$ cat src/rtl/ps2_pkg.sv
// Shared constants, state enums and scancode helpers for the PS/2 direction decoder.
// The typematic build option is selected with the PS2_TYPEMATIC_EN macro.
package ps2_pkg;

    localparam logic [7:0] SC_EXT   = 8'hE0;
    localparam logic [7:0] SC_BRK   = 8'hF0;
    localparam logic [7:0] SC_UP    = 8'h75;
    localparam logic [7:0] SC_DOWN  = 8'h72;
    localparam logic [7:0] SC_LEFT  = 8'h6B;
    localparam logic [7:0] SC_RIGHT = 8'h74;

    localparam logic [2:0] DIR_UP    = 3'b100;
    localparam logic [2:0] DIR_DOWN  = 3'b011;
    localparam logic [2:0] DIR_LEFT  = 3'b001;
    localparam logic [2:0] DIR_RIGHT = 3'b010;
    localparam logic [2:0] DIR_NONE  = 3'b000;

    typedef enum logic [1:0] {
        RX_IDLE,
        RX_DATA,
        RX_PARITY,
        RX_STOP
    } rx_state_t;

    typedef enum logic [1:0] {
        DEC_NORM,
        DEC_EXT,
        DEC_BRK,
        DEC_EXT_BRK
    } dec_state_t;

    function automatic logic [2:0] dir_of(input logic [7:0] sc);
        case (sc)
            SC_UP:    return DIR_UP;
            SC_DOWN:  return DIR_DOWN;
            SC_LEFT:  return DIR_LEFT;
            SC_RIGHT: return DIR_RIGHT;
            default:  return DIR_NONE;
        endcase
    endfunction

    // One hold bit per direction: [0] up, [1] down, [2] left, [3] right.
    function automatic logic [3:0] dir_mask(input logic [2:0] dir);
        case (dir)
            DIR_UP:    return 4'b0001;
            DIR_DOWN:  return 4'b0010;
            DIR_LEFT:  return 4'b0100;
            DIR_RIGHT: return 4'b1000;
            default:   return 4'b0000;
        endcase
    endfunction

endpackage

$ cat src/rtl/ps2_dir_decoder_if.sv
// Pin and result bundle of the PS/2 direction decoder.
// The slave side is the decoder; the master side drives the PS/2 pins and observes results.
interface ps2_dir_decoder_if;

    logic       ps2_clk;
    logic       ps2_data;
    logic [2:0] up;
    logic [7:0] scancode;
    logic       code_valid;
    logic       frame_err;

    modport master (
        output ps2_clk, ps2_data,
        input  up, scancode, code_valid, frame_err
    );

    modport slave (
        input  ps2_clk, ps2_data,
        output up, scancode, code_valid, frame_err
    );

endinterface

$ cat src/rtl/ps2_rx.sv
// PS/2 frame receiver: pin synchronizers, ps2_clk glitch filter, falling-edge detect,
// 11-bit frame FSM and mid-frame timeout. Byte/error strobes are combinational in the edge cycle.
module ps2_rx
    import ps2_pkg::*;
#(
    parameter int FILTER_LEN     = 8,
    parameter int TIMEOUT_CYCLES = 50000
) (
    input  logic       clk,
    input  logic       reset,
    input  logic       i_ps2_clk,
    input  logic       i_ps2_data,
    output logic [7:0] o_byte,
    output logic       o_byte_valid,
    output logic       o_frame_err
);

    localparam int CNT_W = $clog2(FILTER_LEN + 1);

    logic [1:0]       r_clk_sync;
    logic [1:0]       r_data_sync;
    logic [CNT_W-1:0] r_filt_cnt;
    logic             r_clk_filt;
    logic             r_clk_filt_d;
    logic             w_fall;
    logic             w_data;

    rx_state_t r_state, w_state_nxt;
    logic [7:0]  r_shift, w_shift_nxt;
    logic [2:0]  r_bit_cnt, w_bit_cnt_nxt;
    logic        r_parity, w_parity_nxt;
    logic [15:0] r_tmo_cnt, w_tmo_cnt_nxt;

    // NOTE: reset is synchronous and sampled only inside the clocked block.
    // Pins idle high, so every synchronizer/filter stage resets to 1 to avoid a false edge.
    always_ff @(posedge clk) begin
        if (reset) begin
            r_clk_sync   <= 2'b11;
            r_data_sync  <= 2'b11;
            r_filt_cnt   <= '0;
            r_clk_filt   <= 1'b1;
            r_clk_filt_d <= 1'b1;
        end else begin
            r_clk_sync   <= {r_clk_sync[0], i_ps2_clk};
            r_data_sync  <= {r_data_sync[0], i_ps2_data};
            r_clk_filt_d <= r_clk_filt;
            if (r_clk_sync[1] == r_clk_filt) begin
                r_filt_cnt <= '0;
            end else if (r_filt_cnt == CNT_W'(FILTER_LEN - 1)) begin
                r_clk_filt <= r_clk_sync[1];
                r_filt_cnt <= '0;
            end else begin
                r_filt_cnt <= r_filt_cnt + 1'b1;
            end
        end
    end

    assign w_fall = r_clk_filt_d & ~r_clk_filt;
    assign w_data = r_data_sync[1];
    assign o_byte = r_shift;

    always_ff @(posedge clk) begin
        if (reset) begin
            r_state   <= RX_IDLE;
            r_shift   <= '0;
            r_bit_cnt <= '0;
            r_parity  <= 1'b0;
            r_tmo_cnt <= '0;
        end else begin
            r_state   <= w_state_nxt;
            r_shift   <= w_shift_nxt;
            r_bit_cnt <= w_bit_cnt_nxt;
            r_parity  <= w_parity_nxt;
            r_tmo_cnt <= w_tmo_cnt_nxt;
        end
    end

    // NOTE: every output of this block gets a default first, so no latch can be inferred.
    always_comb begin
        w_state_nxt   = r_state;
        w_shift_nxt   = r_shift;
        w_bit_cnt_nxt = r_bit_cnt;
        w_parity_nxt  = r_parity;
        o_byte_valid  = 1'b0;
        o_frame_err   = 1'b0;

        if (w_fall) begin
            case (r_state)
                RX_IDLE: begin
                    if (!w_data) begin
                        w_state_nxt   = RX_DATA;
                        w_bit_cnt_nxt = '0;
                    end
                end
                RX_DATA: begin
                    w_shift_nxt   = {w_data, r_shift[7:1]};
                    w_bit_cnt_nxt = r_bit_cnt + 1'b1;
                    if (r_bit_cnt == 3'd7) w_state_nxt = RX_PARITY;
                end
                RX_PARITY: begin
                    w_parity_nxt = w_data;
                    w_state_nxt  = RX_STOP;
                end
                RX_STOP: begin
                    w_state_nxt = RX_IDLE;
                    if ((^{r_shift, r_parity}) && w_data) o_byte_valid = 1'b1;
                    else                                  o_frame_err  = 1'b1;
                end
                default: w_state_nxt = RX_IDLE;
            endcase
        end else if (r_state != RX_IDLE && r_tmo_cnt == 16'(TIMEOUT_CYCLES - 1)) begin
            w_state_nxt = RX_IDLE;
            o_frame_err = 1'b1;
        end

        w_tmo_cnt_nxt = (w_fall || w_state_nxt == RX_IDLE) ? 16'd0 : r_tmo_cnt + 16'd1;
    end

endmodule

$ cat src/rtl/ps2_dir_decoder.sv
// PS/2 set-2 arrow/keypad decoder producing one-cycle direction pulses for the VGA sync stage.
// Define PS2_TYPEMATIC_EN to pulse on every make code, including typematic repeats.
module ps2_dir_decoder
    import ps2_pkg::*;
#(
    parameter int FILTER_LEN     = 8,
    parameter int TIMEOUT_CYCLES = 50000
) (
    input  logic               clk,
    input  logic               reset,
    ps2_dir_decoder_if.slave   bus
);

    logic [7:0] w_byte;
    logic       w_byte_valid;
    logic       w_frame_err;
    logic [2:0] w_dir;

    dec_state_t r_dec_state, w_dec_state_nxt;
    logic [2:0] r_up, w_up_nxt;
    logic [7:0] r_scancode;
    logic       r_code_valid;
    logic       r_frame_err;

    ps2_rx #(
        .FILTER_LEN     (FILTER_LEN),
        .TIMEOUT_CYCLES (TIMEOUT_CYCLES)
    ) u_rx (
        .clk          (clk),
        .reset        (reset),
        .i_ps2_clk    (bus.ps2_clk),
        .i_ps2_data   (bus.ps2_data),
        .o_byte       (w_byte),
        .o_byte_valid (w_byte_valid),
        .o_frame_err  (w_frame_err)
    );

    assign w_dir = dir_of(w_byte);

`ifndef PS2_TYPEMATIC_EN
    logic [3:0] r_hold, w_hold_nxt;
    logic [3:0] w_mask;
    assign w_mask = dir_mask(w_dir);

    always_ff @(posedge clk) begin
        if (reset) r_hold <= '0;
        else       r_hold <= w_hold_nxt;
    end
`endif

    always_ff @(posedge clk) begin
        if (reset) begin
            r_dec_state  <= DEC_NORM;
            r_up         <= DIR_NONE;
            r_scancode   <= '0;
            r_code_valid <= 1'b0;
            r_frame_err  <= 1'b0;
        end else begin
            r_dec_state  <= w_dec_state_nxt;
            r_up         <= w_up_nxt;
            r_code_valid <= w_byte_valid;
            r_frame_err  <= w_frame_err;
            if (w_byte_valid) r_scancode <= w_byte;
        end
    end

    always_comb begin
        w_dec_state_nxt = r_dec_state;
        w_up_nxt        = DIR_NONE;
`ifndef PS2_TYPEMATIC_EN
        w_hold_nxt      = r_hold;
`endif
        if (w_byte_valid) begin
            case (r_dec_state)
                DEC_NORM, DEC_EXT: begin
                    if (w_byte == SC_BRK) begin
                        w_dec_state_nxt = (r_dec_state == DEC_EXT) ? DEC_EXT_BRK : DEC_BRK;
                    end else if (w_byte == SC_EXT && r_dec_state == DEC_NORM) begin
                        w_dec_state_nxt = DEC_EXT;
                    end else begin
                        w_dec_state_nxt = DEC_NORM;
                        if (w_dir != DIR_NONE) begin
`ifdef PS2_TYPEMATIC_EN
                            w_up_nxt = w_dir;
`else
                            // A make for an already-held key is a typematic repeat.
                            if ((r_hold & w_mask) == 4'b0000) w_up_nxt = w_dir;
                            w_hold_nxt = r_hold | w_mask;
`endif
                        end
                    end
                end
                default: begin
`ifndef PS2_TYPEMATIC_EN
                    w_hold_nxt = r_hold & ~w_mask;
`endif
                    w_dec_state_nxt = DEC_NORM;
                end
            endcase
        end
    end

    assign bus.up         = r_up;
    assign bus.scancode   = r_scancode;
    assign bus.code_valid = r_code_valid;
    assign bus.frame_err  = r_frame_err;

endmodule

$ cat src/flat_wrapper.sv
// flat-port wrapper written by rule: the top's interface ports become plain ports
module ps2_dir_decoder_flat import ps2_pkg::*;
#(
    parameter int FILTER_LEN     = 8,
    parameter int TIMEOUT_CYCLES = 50000
)
  (clk, reset, bus_ps2_clk, bus_ps2_data, bus_up, bus_scancode, bus_code_valid, bus_frame_err);
  ps2_dir_decoder_if bus_i ();
  input  logic clk;
  input  logic reset;
  input wire logic [$bits(bus_i.ps2_clk)-1:0] bus_ps2_clk;
  input wire logic [$bits(bus_i.ps2_data)-1:0] bus_ps2_data;
  output wire logic [$bits(bus_i.up)-1:0] bus_up;
  output wire logic [$bits(bus_i.scancode)-1:0] bus_scancode;
  output wire logic [$bits(bus_i.code_valid)-1:0] bus_code_valid;
  output wire logic [$bits(bus_i.frame_err)-1:0] bus_frame_err;
  assign bus_i.ps2_clk = bus_ps2_clk;
  assign bus_i.ps2_data = bus_ps2_data;
  assign bus_up = bus_i.up;
  assign bus_scancode = bus_i.scancode;
  assign bus_code_valid = bus_i.code_valid;
  assign bus_frame_err = bus_i.frame_err;
  ps2_dir_decoder #(.FILTER_LEN(FILTER_LEN), .TIMEOUT_CYCLES(TIMEOUT_CYCLES)) u_core (.clk(clk), .reset(reset), .bus(bus_i));
endmodule
$ cat config.mk
export PLATFORM = sky130hd
export DESIGN_NAME = ps2_dir_decoder_flat
export DESIGN_NICKNAME = d
export VERILOG_FILES = /design/src/rtl/ps2_pkg.sv /design/src/rtl/ps2_dir_decoder_if.sv /design/src/rtl/ps2_rx.sv /design/src/rtl/ps2_dir_decoder.sv /design/src/flat_wrapper.sv
export SDC_FILE = /design/constraint.sdc
export NUM_CORES = 1
export LEC_CHECK = 0
export ABC_AREA = 1
export CAP_MARGIN = 20
export CORE_MARGIN = 2
export CORE_UTILIZATION = 45
export DETAILED_ROUTE_END_ITERATION = 8
export MAX_ROUTING_LAYER = met4
export PLACE_DENSITY = 0.69
export SETUP_SLACK_MARGIN = 0.4
export SLEW_MARGIN = 20
export SYNTH_ARGS = -nofsm -noshare
export SYNTH_HDL_FRONTEND = slang
export SYNTH_SLANG_ARGS = --single-unit
$ cat constraint.sdc
create_clock -name clk -period 1.6 [get_ports clk]
set_clock_uncertainty 0.05 [all_clocks]
set_input_delay 0.32 -clock clk [delete_from_list [all_inputs] [get_ports clk]]
set_output_delay 0.32 -clock clk [all_outputs]
set_load 0.02 [all_outputs]
==> results of run 1 <==
cells by family after synthesis:
group / after synthesis / share of synthesized area [%]
flops: 58 / 43.0
buf+inv: 52 / 7.73
xor+xnor: 8 / 2.59
fa+ha+maj: 4 / 1.85
simple gates: 206 / 34.9
compound gates: 48 / 10.0
worst min-delay path, cell delays in order:
cell and delay [ps]:
sky130_fd_sc_hd__dlymetal6s2s_1 180, sky130_fd_sc_hd__inv_2 90, sky130_fd_sc_hd__nand2_1 70
per-stage QoR:
stage          cells  area (sq um)  total power, W  util [%]
2_1_floorplan    376          2860         0.00150         -
3_3_place_gp     514          3480         0.00152      59.5
3_5_place_dp     514          3480         0.00152      59.5
4_1_cts          544          3970         0.00290      67.8
5_1_grt          554          4480         0.00300      76.6
6_report         554          4480         0.00293      76.6
sequential cells by signal (all words and copies together) (netlist names), named ones only:
register,flops
u_core.u_rx.r_tmo_cnt,16
u_core.u_rx.r_data_sync,2
u_core.bus.code_valid,1
u_core.bus.scancode,8
u_core.u_rx.r_parity,1
u_core.u_rx.r_bit_cnt,3
u_core.u_rx.r_clk_filt_d,1
u_core.r_dec_state,1
u_core.bus.up,3
u_core.u_rx.r_filt_cnt,4
u_core.u_rx.r_clk_filt,1
u_core.u_rx.r_state,2
u_core.bus.frame_err,1
u_core.u_rx.o_byte,8
u_core.u_rx.r_clk_sync,2
worst paths after layout:
| path | start | end | slack, ps | cells past startpoint |
|---|---|---|---|---|
| setup / recovery | u_core.u_rx.r_bit_cnt[1] | u_core.u_rx.r_tmo_cnt[14] | -160 | 10 |
| hold / removal | reset | u_core.u_rx.r_clk_filt_d | 280 | 3 |
| setup reg to reg | u_core.u_rx.r_bit_cnt[1] | u_core.u_rx.r_tmo_cnt[14] | -160 | 10 |
| hold reg to reg | u_core.u_rx.r_data_sync[0] | u_core.u_rx.r_data_sync[1] | 360 | 1 |
synthesized netlist by cell type (4+ instances only):
master / number
sky130_fd_sc_hd__nor2_1: 54
sky130_fd_sc_hd__a21oi_1: 24
sky130_fd_sc_hd__inv_1: 30
sky130_fd_sc_hd__inv_2: 10
sky130_fd_sc_hd__nand4_1: 13
sky130_fd_sc_hd__nand3_1: 28
sky130_fd_sc_hd__nand2_2: 7
sky130_fd_sc_hd__clkbuf_1: 5
sky130_fd_sc_hd__o21ai_0: 12
sky130_fd_sc_hd__dfxtp_1: 58
sky130_fd_sc_hd__xor2_1: 5
sky130_fd_sc_hd__ha_1: 4
sky130_fd_sc_hd__or2_2: 4
sky130_fd_sc_hd__nor3_1: 9
sky130_fd_sc_hd__buf_2: 5
sky130_fd_sc_hd__nand2_1: 79
cell type report:
cell class,instances,area [sq um]
Fill cell,354,1370
Sequential cell,58,1220
Inverter,41,168
Timing Repair Buffer,96,846
Clock inverter,2,35.0
Multi-Input combinational cell,269,1950
Clock buffer,13,169
Tap cell,75,93.8
routing by layer:
| layer | part of all wire [%] | global-route usage, % | vias up |
|---|---|---|---|
| met5 | 0 | - | - |
| met4 | 3.0 | 9.66 | 0 |
| met3 | 5.6 | 6.59 | 37 |
| met2 | 51 | 40.2 | 95 |
| met1 | 41 | 27.5 | 1421 |
| li1 | - | - | 1424 |
timing repair:
item,in CTS,in global routing
gates resized for setup,118,133
setup endpoints to repair,62,65
pin swaps,29,49
hold buffers,0,0
cloned,3,0
buffers inserted,12,10
report_power, final:
| part | internal, W | switching, W |
|---|---|---|
| registers | 0.00143 | 0.00000447 |
| clock network | 0.000836 | 0.000604 |
| logic | 0.0000214 | 0.0000312 |
| total | 0.00229 | 0.000639 |
==> results.txt, run 1 <==
----------------------------------------------------
[Global routing]
  Via count of the first global-routing pass ... 2722
  Overall overflow remaining after global route ... 0
  First-pass GRT wire length ... 11900 um
  Largest net degree at the start of global routing ... 17
  Total Routing Usage GR ... 24.1%
  Number of antenna violations at the first check in global routing ... 0

[Timing]
  Slew Limit Headroom ... 69.6%
  Fin. max-slew vios ... 0
  Min setup slack post-route ... -162 ps
  Maximum operating frequency ... 568 MHz
  Hold Worst Slack ... 281 ps
  Actual slew at the worst max-slew pin ... 453 ps
  Setup TNS ... -2750 ps
  Period utilization ... 110%
  Unrepaired setup endpoints after global routing ... true
  Number of failing setup endpoints in the final timing report ... 34
  Final worst path period need ... 1760 ps
  Hold Vio Cnt, Final ... 0

[Die]
  Horiz. Die Dim ... 81.5 um
  Core region area ... 5850 sq um
  Number of rows in the core area ... 28
  Die Y ... 81.5 um
  Boundary pin count ... 17
  Area enclosed by the die boundary ... 6640 sq um
  Initial Util ... 46.2%

[Yosys]
  Most common flop cell mapped by yosys ... sky130_fd_sc_hd__dfxtp_1
  Ys async rst share ... 0%
  Area share of the largest cell type after synthesis ... 43.0%
  Share of synthesized area occupied by flip-flops and latches ... 43.0%
  Flip-flop and latch count after synthesis ... 58
  Post-synth top area cell ... sky130_fd_sc_hd__dfxtp_1
  Synth warn ... 0
  Cell area after synthesis ... 2700 sq um
  Synth area leaders ... sky130_fd_sc_hd__dfxtp_1, sky130_fd_sc_hd__nand2_1, sky130_fd_sc_hd__nor2_1
  Syn Nets ... 384
  Number of synthesized flops with an enable pin ... 0
  Number of unique standard cell types used by synthesis ... 33
  Synthesized instance count ... 376
  Mean instance size in the synthesized netlist ... 7.19 sq um

[Final layout]
  Area growth syn-to-layout ... 65.8%
  Number of nets in the finished design ... 483
  Proportion of layout cells with a drive suffix above 1 ... 57.4%
  Commonest non-fill, non-tap cell in the layout ... sky130_fd_sc_hd__buf_4
  Most used cells in the layout excluding fill and tap cells ... sky130_fd_sc_hd__buf_4, sky130_fd_sc_hd__nand2_1, sky130_fd_sc_hd__nor2_1, sky130_fd_sc_hd__dfxtp_1, sky130_fd_sc_hd__buf_6
  Number of diodes added for antenna fixing ... 0

[Clocking]
  Num CTS Buffers ... 9
  Root buffer selected by CTS ... sky130_fd_sc_hd__clkbuf_8
  Skew-Pair Late Insertion Delay ... 350 ps
  CTS tree ... built
  Bufs on Longest Clock Path ... 2
  CTS H-Tree Depth ... 3
  TritonCTS Sinks ... 58
  Clock slew seen by the registers of the worst setup and hold paths ... 70 ps

[Placed design]
  Half-perimeter wire length of the detailed placement result ... 4630 um
  Placer's final routability congestion estimate ... 0.867
  Buffers on Ports ... 16
  Pre-CTS worst setup slack ... -127 ps

[Outcome]
  Violated checks ... setup timing
  Result of the run ... finished, violations left

[Worst setup path]
  Critical path's top delay family ... simple AND/OR/NAND/NOR gates
  Launching element type of the critical path ... register
  Highest-delay cell along the critical path ... sky130_fd_sc_hd__dfxtp_2
  Worst path bufs/invs ... 1
  Cell repeated most along the worst path ... sky130_fd_sc_hd__ha_4
  Critical path data arrival time ... 1980 ps
  Ordered list of cells on the worst path ... ha_4 -> ha_4 -> nor2_4 -> nor2_2 -> a211oi_2 -> nand2_2 -> nand2_4 -> buf_6 -> nand3_2 -> nor2_1
  Class of the most critical setup path ... reg2reg
  Worst EP required ... 1820 ps
  Category of the worst setup path capture point ... register
  Biggest cell delay along the critical path ... 340 ps
  Maximum fanout along the worst path ... 3

[Drt]
  Remaining DRCs ... 0
  First-pass detailed-route iteration total ... 4
  Per-cell via count in the routed design ... 5.37
  Number of vias after detailed routing ... 2977
  Average routed wire per standard cell ... 16.0 um
  Number of antenna-violating nets in the routed design ... 0
  DRT Wirelength ... 8860 um
  Drt initial violations ... 207

[Worst hold path]
  Worst min path class ... in2reg

[Flow run]
  Number of max-capacitance violations reported ... 0

[Power]
  Static leakage ... 1.90 nW
  Maximum VDD drop ... 0.000755 V
  PD cells ... 654 nW/um^2

----------------------------------------------------
Power figures use the tool's default switching activity.
==> run 2, diff against run 1 <==
==> constraint.sdc (replaced) <==
create_clock -name clk -period 1.6 [get_ports clk]
set_clock_uncertainty 0.05 [all_clocks]
set_input_delay 0.4 -clock clk [delete_from_list [all_inputs] [get_ports clk]]
set_output_delay 0.4 -clock clk [all_outputs]
set_load 0.02 [all_outputs]
==> run 2 against run 1 <==
The run still ends with setup timing left. Combinational power is 16% lower. Highest routed layer unchanged. Largest cell class unchanged. Register-to-register slack lost 30 ps. Die area unchanged. Via count decreased by 2.0%. Global-route usage is 0.34 points lower. Clock-buffer cell count is 2 lower. Critical path depth grew 3. Sequential share of layout area grew 0.89 points.
==> results.txt, run 2 (synthesized netlist as in run 1, its figures left out) <==
----------------------------------------------------
[Placed design]
  Placed cell count ... 515 (+0.19%)
  Post-detailed-placement cell area ... 3470 sq um (-0.36%)
  Buffers on Ports ... 16 (unchanged)
  Placer's final routability congestion estimate ... 0.858 (-1.0%)
  Half-perimeter wire length of the detailed placement result ... 4590 um (-0.98%)
  Pre-CTS worst setup slack ... -260 ps (-133 ps)

[Global routing]
  Total Routing Usage GR ... 23.8% (-0.34 points)
  Via count of the first global-routing pass ... 2772 (+1.8%)
  Overall overflow remaining after global route ... 0 (unchanged)
  First-pass GRT wire length ... 11700 um (-1.7%)
  Number of antenna violations at the first check in global routing ... 0 (unchanged)
  Largest net degree at the start of global routing ... 18 (+1)

[Final layout]
  Filler cell count ... 356 (+0.56%)
  Number of flip-flops in the largest register ... 16 (unchanged)
  Most used cells in the layout excluding fill and tap cells ... sky130_fd_sc_hd__buf_4, sky130_fd_sc_hd__nand2_1, sky130_fd_sc_hd__nor2_1, sky130_fd_sc_hd__buf_6, sky130_fd_sc_hd__dfxtp_1
  Commonest non-fill, non-tap cell in the layout ... sky130_fd_sc_hd__buf_4
  Count of placed standard cells in the final layout, fillers left out ... 559 (+0.90%)
  Proportion of layout cells with a drive suffix above 1 ... 53.5% (-3.9 points)
  Number of nets in the finished design ... 487 (+0.83%)
  Area taken by multi-input logic gates ... 1810 sq um (-7.2%)
  Number of diodes added for antenna fixing ... 0 (unchanged)
  Post-Layout Inst Area ... 4340 sq um (-3.3%)
  Area growth syn-to-layout ... 60.4%
  Largest register by flop count ... u_core.u_rx.r_tmo_cnt
  Combined flip-flop and latch cell area ... 1220 sq um (-0.10%)

[Power]
  Static leakage ... 1.81 nW (-4.3%)
  Maximum VDD drop ... 0.000588 V (-22%)
  PD cells ... 617 nW/um^2 (-5.6%)

[Drt]
  Per-cell via count in the routed design ... 5.22 (-2.9%)
  DRT Wirelength ... 8050 um (-9.2%)
  Average routed wire per standard cell ... 14.4 um (-10%)
  Drt initial violations ... 163 (-21%)
  Number of antenna-violating nets in the routed design ... 0 (unchanged)
  Remaining DRCs ... 0 (unchanged)
  Number of vias after detailed routing ... 2917 (-2.0%)
  First-pass detailed-route iteration total ... 7 (+3)

[Outcome]
  Violated checks ... setup timing
  Result of the run ... finished, violations left

[Clocking]
  Skew-Pair Late Insertion Delay ... 340 ps (about the same)
  CTS tree ... built
  Hold Buf Count CTS ... 0 (unchanged)
  TritonCTS Sinks ... 58 (unchanged)
  Num CTS Buffers ... 9 (unchanged)
  CTS H-Tree Depth ... 3 (unchanged)
  Clock slew seen by the registers of the worst setup and hold paths ... 70 ps (about the same)
  Bufs on Longest Clock Path ... 2 (unchanged)
  Root buffer selected by CTS ... sky130_fd_sc_hd__clkbuf_8

[Timing]
  Fin. max-slew vios ... 0 (unchanged)
  Actual slew at the worst max-slew pin ... 385 ps (-67.5 ps)
  Period utilization ... 112% (+1.8 points)
  Unrepaired setup endpoints after global routing ... true
  Final worst path period need ... 1790 ps (+28.4 ps)
  Number of failing setup endpoints in the final timing report ... 34 (unchanged)
  Maximum operating frequency ... 559 MHz (-1.6%)
  Min setup slack post-route ... -190 ps (-28.4 ps)
  Hold Vio Cnt, Final ... 0 (unchanged)
  Slew Limit Headroom ... 74.1% (+4.5 points)

[Worst hold path]
  Min-Delay Path Depth ... 2 (-1)
  Worst min path class ... in2reg

[Die]
  Boundary pin count ... 17 (unchanged)
  Initial Util ... 46.2% (unchanged)
  Area enclosed by the die boundary ... 6640 sq um (unchanged)
  Die Y ... 81.5 um (unchanged)
  Horiz. Die Dim ... 81.5 um (unchanged)
  Core region area ... 5850 sq um (unchanged)
  Number of rows in the core area ... 28 (unchanged)

[Worst setup path]
  Launching element type of the critical path ... register
  Maximum fanout along the worst path ... 3 (unchanged)
  Worst r2r path cells ... 13 (+3)
  Critical path data arrival time ... 1970 ps (about the same)
  Class of the most critical setup path ... reg2reg
  Worst EP required ... 1780 ps (-40 ps)
  Category of the worst setup path capture point ... register

[Flow run]
  Number of max-capacitance violations reported ... 0 (unchanged)

----------------------------------------------------
-- run 2: cell count changes in the layout (fill, tap and decap cells not counted), moves of 4 or more --
cell,previous run,this run
sky130_fd_sc_hd__a21oi_1,13,17
sky130_fd_sc_hd__a21oi_2,11,7
sky130_fd_sc_hd__buf_6,24,29
sky130_fd_sc_hd__dfxtp_1,31,26
sky130_fd_sc_hd__dfxtp_2,17,25
sky130_fd_sc_hd__nand2_1,51,59
sky130_fd_sc_hd__nand2_2,20,16
sky130_fd_sc_hd__nand2_4,15,9
sky130_fd_sc_hd__nand3_1,11,18
sky130_fd_sc_hd__nand3_4,6,1
sky130_fd_sc_hd__nor2_2,11,6
-- run 2: per-layer routing --
layer  GRT usage (%)  share of wire [%]  vias to the layer above
met4            9.83                2.4                        0
met5               -                  0                        -
met1            25.5                 43                     1379
met3            6.15                4.1                       25
li1                -                  -                     1425
met2            41.6                 51                       88
-- run 2: final cells by class --
type	count	area share, %
timing repair buffer	102	20.2
multi-input combinational	267	41.8
clock buffer	11	3.26
clock inverter	5	0.693
inverter	41	3.78
sequential	58	28.1
tap	75	2.16
-- run 2: through the flow --
stage / setup TNS [ps] / hold slack, ps / total power (W) / util [%]
after global placement: -5290 / 344 / 0.00152 / 59.2
after floorplan: 0 / 339 / 0.00150 / -
final: -3040 / 278 / 0.00267 / 74.1
after CTS: -584 / 369 / 0.00269 / 69.4
after detailed placement: -6230 / 351 / 0.00152 / 59.2
after global routing: -5600 / 283 / 0.00276 / 74.1
-- run 2: path summary, 6_finish.rpt --
kind / startpoint / to / slack [ps]
max reg2reg: u_core.u_rx.r_tmo_cnt[0] / u_core.u_rx.r_tmo_cnt[14] / -190
min reg2reg: u_core.u_rx.r_clk_sync[0] / u_core.u_rx.r_clk_sync[1] / 380
max: u_core.u_rx.r_tmo_cnt[0] / u_core.u_rx.r_tmo_cnt[14] / -190
min: reset / u_core.u_rx.r_bit_cnt[1] / 280
-- run 2: power by group --
group / switching (W) / internal [W]
clock: 0.000593 / 0.000595
combinational: 0.0000250 / 0.0000195
sequential: 0.00000508 / 0.00144
-- run 2: timing repair --
action,4_1_cts,5_1_grt
pin swaps,24,30
setup buffers,19,8
gates cloned,1,0
endpoints found under the setup margin,68,64
gates resized for setup,156,68
-- run 2: critical path, cell delays in order (launching register included) --
cell and delay, ps:
sky130_fd_sc_hd__dfxtp_2 360, sky130_fd_sc_hd__ha_4 160, sky130_fd_sc_hd__nand2_4 70, sky130_fd_sc_hd__nor2_4 110
sky130_fd_sc_hd__nand2_2 80, sky130_fd_sc_hd__inv_2 80, sky130_fd_sc_hd__nand3_2 80, sky130_fd_sc_hd__nand3_1 100
sky130_fd_sc_hd__nand2_1 90, sky130_fd_sc_hd__nand2_2 140, sky130_fd_sc_hd__nand2_4 120, sky130_fd_sc_hd__buf_6 150
sky130_fd_sc_hd__nand3_2 60, sky130_fd_sc_hd__nor2_1 40
==> run 3, diff against run 2 <==
CAP_MARGIN = unset   (was 20)
==> results of run 3 <==
No change in the layout: final DEF, timing and power equal those of run 2.
